**config.mk**
```make
export PLATFORM = sky130hd
export DESIGN_NAME = riscv_div_unit
export DESIGN_NICKNAME = d
export VERILOG_FILES = /design/src/rtl/riscv_div_unit.sv
export SDC_FILE = /design/constraint.sdc
export NUM_CORES = 1
export LEC_CHECK = 0
export CORE_UTILIZATION = 35
export DETAILED_ROUTE_END_ITERATION = 12
export PLACE_DENSITY = 0.65
export SYNTH_ARGS = -nofsm -noshare
export SYNTH_HDL_FRONTEND = slang
export SYNTH_SLANG_ARGS = --single-unit
```
**constraint.sdc**
```tcl
create_clock -name clk -period 6 [get_ports clk]
set_clock_uncertainty 0.2 [all_clocks]
set_input_delay 1.2 -clock clk [delete_from_list [all_inputs] [get_ports clk]]
set_output_delay 1.2 -clock clk [all_outputs]
set_load 0.02 [all_outputs]
```
**src/rtl/riscv_div_unit.sv**
```systemverilog
// Iterative radix-2 restoring divider for RISC-V DIV/DIVU/REM/REMU.
// One op in flight; result and rd tag return with a one-cycle done pulse.
module riscv_div_unit #(
    parameter int DATA_W = 32,
    parameter int ALU_OP = 5,
    parameter int ADDR_W = 5,
    parameter logic [ALU_OP-1:0] ALU_DIV  = ALU_OP'(12),
    parameter logic [ALU_OP-1:0] ALU_DIVU = ALU_OP'(13),
    parameter logic [ALU_OP-1:0] ALU_REM  = ALU_OP'(14),
    parameter logic [ALU_OP-1:0] ALU_REMU = ALU_OP'(15)
) (
    input  logic              clk,
    input  logic              rst_n,
    input  logic              start_i,
    input  logic [ALU_OP-1:0] op_i,
    input  logic [DATA_W-1:0] a_i,
    input  logic [DATA_W-1:0] b_i,
    input  logic [ADDR_W-1:0] rd_i,
    input  logic              flush_i,
    output logic              busy_o,
    output logic              done_o,
    output logic [DATA_W-1:0] result_o,
    output logic [ADDR_W-1:0] rd_o
);

    localparam int CNT_W = $clog2(DATA_W + 1);

    typedef enum logic [1:0] {S_IDLE, S_CALC, S_FIX, S_DONE} state_t;

    state_t              r_state;
    logic                r_busy;
    logic                r_done;
    logic [DATA_W-1:0]   r_result;
    logic [ADDR_W-1:0]   r_rd_o;
    logic [ADDR_W-1:0]   r_rd;
    logic                r_op_rem;
    logic                r_neg_q;
    logic                r_neg_r;
    logic [DATA_W-1:0]   r_rem;
    logic [DATA_W-1:0]   r_q;
    logic [DATA_W-1:0]   r_div;
    logic [CNT_W-1:0]    r_count;

    logic                w_is_div;
    logic                w_is_signed;
    logic                w_is_rem;
    logic                w_a_neg;
    logic                w_b_neg;
    logic [DATA_W-1:0]   w_a_abs;
    logic [DATA_W-1:0]   w_b_abs;
    logic                w_div0;
    logic                w_ovf;
    logic                w_special;
    logic [DATA_W-1:0]   w_special_res;
    logic [DATA_W-1:0]   w_rem_sh;
    logic [DATA_W:0]     w_diff;
    logic [DATA_W-1:0]   w_fix_res;

    assign busy_o   = r_busy;
    assign done_o   = r_done;
    assign result_o = r_result;
    assign rd_o     = r_rd_o;

    // Decode the issuing op, magnitudes, special cases and one restoring-divide step
    always_comb begin
        w_is_div    = (op_i == ALU_DIV) || (op_i == ALU_DIVU) ||
                      (op_i == ALU_REM) || (op_i == ALU_REMU);
        w_is_signed = (op_i == ALU_DIV) || (op_i == ALU_REM);
        w_is_rem    = (op_i == ALU_REM) || (op_i == ALU_REMU);
        w_a_neg     = w_is_signed && a_i[DATA_W-1];
        w_b_neg     = w_is_signed && b_i[DATA_W-1];
        w_a_abs     = w_a_neg ? ('0 - a_i) : a_i;
        w_b_abs     = w_b_neg ? ('0 - b_i) : b_i;
        w_div0      = (b_i == '0);
        w_ovf       = w_is_signed && (a_i == {1'b1, {(DATA_W-1){1'b0}}}) && (b_i == '1);
        w_special   = w_div0 || w_ovf;
        if (w_div0)
            w_special_res = w_is_rem ? a_i : '1;
        else
            w_special_res = w_is_rem ? '0 : a_i;

        // Partial remainder stays below 2^(DATA_W-1) before each shift, so no bit is lost
        w_rem_sh = {r_rem[DATA_W-2:0], r_q[DATA_W-1]};
        w_diff   = {1'b0, w_rem_sh} - {1'b0, r_div};

        if (r_op_rem)
            w_fix_res = r_neg_r ? ('0 - r_rem) : r_rem;
        else
            w_fix_res = r_neg_q ? ('0 - r_q) : r_q;
    end

    // Control FSM with registered outputs and datapath registers
    always_ff @(posedge clk) begin
        if (!rst_n) begin
            r_state  <= S_IDLE;
            r_busy   <= 1'b0;
            r_done   <= 1'b0;
            r_result <= '0;
            r_rd_o   <= '0;
            r_rd     <= '0;
            r_op_rem <= 1'b0;
            r_neg_q  <= 1'b0;
            r_neg_r  <= 1'b0;
            r_rem    <= '0;
            r_q      <= '0;
            r_div    <= '0;
            r_count  <= '0;
        end else begin
            r_done <= 1'b0;
            case (r_state)
                // DONE shares the accept path with IDLE so back-to-back issue works
                S_IDLE, S_DONE: begin
                    r_state <= S_IDLE;
                    r_busy  <= 1'b0;
                    if (!flush_i && start_i && w_is_div) begin
                        r_busy   <= 1'b1;
                        r_rd     <= rd_i;
                        r_op_rem <= w_is_rem;
                        r_neg_q  <= w_a_neg ^ w_b_neg;
                        r_neg_r  <= w_a_neg;
                        if (w_special) begin
                            r_result <= w_special_res;
                            r_rd_o   <= rd_i;
                            r_done   <= 1'b1;
                            r_state  <= S_DONE;
                        end else begin
                            r_rem   <= '0;
                            r_q     <= w_a_abs;
                            r_div   <= w_b_abs;
                            r_count <= CNT_W'(DATA_W);
                            r_state <= S_CALC;
                        end
                    end
                end
                S_CALC: begin
                    if (flush_i) begin
                        r_state <= S_IDLE;
                        r_busy  <= 1'b0;
                    end else begin
                        if (!w_diff[DATA_W]) begin
                            r_rem <= w_diff[DATA_W-1:0];
                            r_q   <= {r_q[DATA_W-2:0], 1'b1};
                        end else begin
                            r_rem <= w_rem_sh;
                            r_q   <= {r_q[DATA_W-2:0], 1'b0};
                        end
                        r_count <= r_count - CNT_W'(1);
                        if (r_count == CNT_W'(1))
                            r_state <= S_FIX;
                    end
                end
                S_FIX: begin
                    if (flush_i) begin
                        r_state <= S_IDLE;
                        r_busy  <= 1'b0;
                    end else begin
                        r_result <= w_fix_res;
                        r_rd_o   <= r_rd;
                        r_done   <= 1'b1;
                        r_state  <= S_DONE;
                    end
                end
                default: begin
                    r_state <= S_IDLE;
                    r_busy  <= 1'b0;
                end
            endcase
        end
    end

endmodule

```
==> key figures <==
Outcome
  • Run status: finished clean

STA
  • Crit path time final: 4.52 ns
  • Final Cycle Share: 0.754
  • Worst setup margin: 1.48 ns
  • Fin. max-slew vios: 0
  • Highest Clock Rate: 221 MHz
  • Setup Viol. Count Final: 0
  • Hold Vio Cnt, Final: 0
  • Slew headroom: 0.293
  • Worst Tran Pin Value: 1.06 ns
  • Unrepaired setup endpoints after global routing: no
  • TNS Setup: 0 ns

Worst setup path
  • Worst setup path category: input port to flop
  • Critical Path RT: 6.10 ns
  • Crit path max fanout: 28
  • Setup crit end kind: flop
  • Critical path arrival: 4.62 ns
  • Reg-to-reg slack, setup: 1.82 ns
  • Critical path launch point type: input port

GRT
  • Total track usage: 0.219
  • First-pass GRT wire length: 57800 um
  • Via count of the first global-routing pass: 10600
  • Initial antenna violation count: 0
  • Maximum number of pins on one net before global-route repair: 94
  • GRT overflow: 0

Place
  • Port bufs: 116
  • Dpl hpwl: 27400 um
  • Placement Setup Slack: 0.992 ns
  • RePlAce Congestion: 0.928

Routing
  • Initial DRC Count: 816
  • Antenna Violating Nets Remaining: 0
  • Vias per cell: 5.82
  • DR pass1 iterations: 6
  • Wirelength per Cell: 18.5 um
  • Vias: 11500
  • Detailed Route WL: 36500 um
  • Residual DRC: 0

Final layout
  • # fillers: 3205
  • N_diodes: 0
  • Area of the multi-input gates: 7670 um^2
  • Area Growth Syn to Fin: 18.4%
  • Final nets: 1676
  • Share of post-route cells with drive strength above 1: 0.0504
  • FF/Latch Area: 3020 um^2

Synthesis
  • Synth top area cells: dfxtp_1 27%, xnor2_1 6.6%, a21oi_1 6.3%
  • Synth Flop Type: dfxtp_1
  • Yosys top cell area share: 0.266
  • Post-synth top cells: 151 x dfxtp_1, 143 x nor2_1, 142 x a21oi_1
  • Synth Area in Adders: 0.0489
  • Avg Synthesized Cell Area: 7.55 um^2
  • Seq/Total Area, Yosys: 0.266
  • Most frequent cell after synthesis: dfxtp_1
  • Post-synthesis mux area share: 0.0301
  • Complex-gate fraction of the synthesized area: 0.284
  • Ys Warns: 0
  • Mapped cell area: 11400 um^2
  • Synth Instances: 1504
  • Post-synth EDFFs: 0
  • Simple-Gate Fraction of Synth Area: 0.195
  • Largest family of logic cells by synthesized area: compound AO/OA/AOI/OAI gates
  • Register bit count reported by yosys: 151
  • Synth area leader: dfxtp_1
  • Xor/xnor share of the synthesized area: 0.116
  • Net Count, Synth: 1625
  • Unique masters post-synth: 79
  • Async S/R FF share, synth: 0

Clocking
  • Cts hold-fix bufs: 0
  • # Post-CTS Setup Buffers: 0
  • Root Driver: clkbuf_16
  • Cts repair resizes: 0
  • CTS buffer count: 17
  • Worst-path clk slew: 0.06 ns
  • Clock latency on the worst-skew pair: 0.45 ns
  • Clk buf depth: 2
  • CTS tree: done
  • H-tree levels: 4
  • # clock sinks: 151

Pwr
  • Leakage Power: 4.95 nW
  • Maximum VDD drop: 189 uV
  • Pwr dens: 197 nW/um^2

Flow run
  • Max_cap viols: 0

Die
  • DIE AREA: 33200 um^2
  • Starting Density: 0.358
  • Die Height: 182 um
  • CORE AREA: 31700 um^2
  • Chip width: 182 um
  • # IOs: 117
  • Cell row count: 65

Min path
  • Hold WC Path Type: flop to flop
through the flow:
step	total power, mW	util	hold WS, ns	cell area [um^2]	instances
floorplan	1.29	-	0.245	11400	1504
global placement	1.45	0.403	0.263	12800	1938
detailed placement	1.45	0.403	0.271	12800	1938
CTS	2.65	0.424	0.281	13400	1969
global route	2.73	0.424	0.292	13400	1969
finish	2.64	0.424	0.280	13400	1969
final timing paths:
check,to,cells past startpoint,start
worst max register to register,r_rem[22]$_SDFFE_PN0P_,11,r_q[31]$_SDFFE_PN0P_
worst min register to register,r_div[31]$_SDFFE_PN0P_,2,r_div[31]$_SDFFE_PN0P_
worst min-delay path,r_div[31]$_SDFFE_PN0P_,2,r_div[31]$_SDFFE_PN0P_
worst max-delay path,result_o[16]$_SDFFE_PN0P_,10,a_i[20]
registers in the layout, summed over array words and instances (netlist names):
name,count
busy_o,1
done_o,1
r_count,6
r_div,32
r_neg_q,1
r_neg_r,1
r_op_rem,1
r_q,32
r_rd,5
r_rem,32
r_state,2
rd_o,5
result_o,32
logic make-up after synthesis:
group / Yosys count
fa+ha+maj: 44
buf+inv: 167
compound gates: 496
xor+xnor: 151
mux: 34
flops: 151
simple gates: 461
final cells by class:
type / count / area share
multi-input cells: 1186 / 0.571
inverters: 60 / 0.0167
flip-flops and latches: 151 / 0.225
clock buffers: 19 / 0.0337
well taps: 402 / 0.0374
repair buffers: 139 / 0.102
clock inverters: 12 / 0.0149
report_power, final:
group          total [mW]  internal [mW]  switching (mW)
combinational       0.416          0.177           0.239
clock                1.21          0.757           0.451
sequential           1.02           1.01         0.00818
total                2.64           1.95           0.699
placed cells by master, fill, tap and decap left out, types with 14 or more instances in the layout:
master,instances
a211oi_1,53
o31ai_1,30
nand2_1,138
xor2_1,66
nor2_1,143
ha_1,41
dfxtp_1,151
a21oi_1,142
inv_1,59
o21ai_0,92
or4_1,17
or3_1,19
nand3_1,19
o211ai_1,23
xnor2_1,85
nor4_1,14
clkbuf_16,17
nand4_1,19
a22oi_1,30
a31oi_1,20
o41ai_1,22
clkdlybuf4s50_1,116
nor3_1,29
mux2i_1,33
buf_4,20
worst max-delay path, stage by stage:
cell and delay [ns]:
clkdlybuf4s50_1 0.53, or4_4 0.61, nor4_2 0.29, nand4_1 0.38, o21ai_0 0.37, a22oi_1 0.16
nor2_4 0.42, buf_4 0.37, mux2i_1 0.23, nor2_1 0.05
metal layers:
metal  global-route usage  wire length, um
met5                    0                0
met4               0.0770              963
met3               0.0341             2090
met2                0.358            16800
met1                0.291            16600
(Power assumes the default switching activity.)
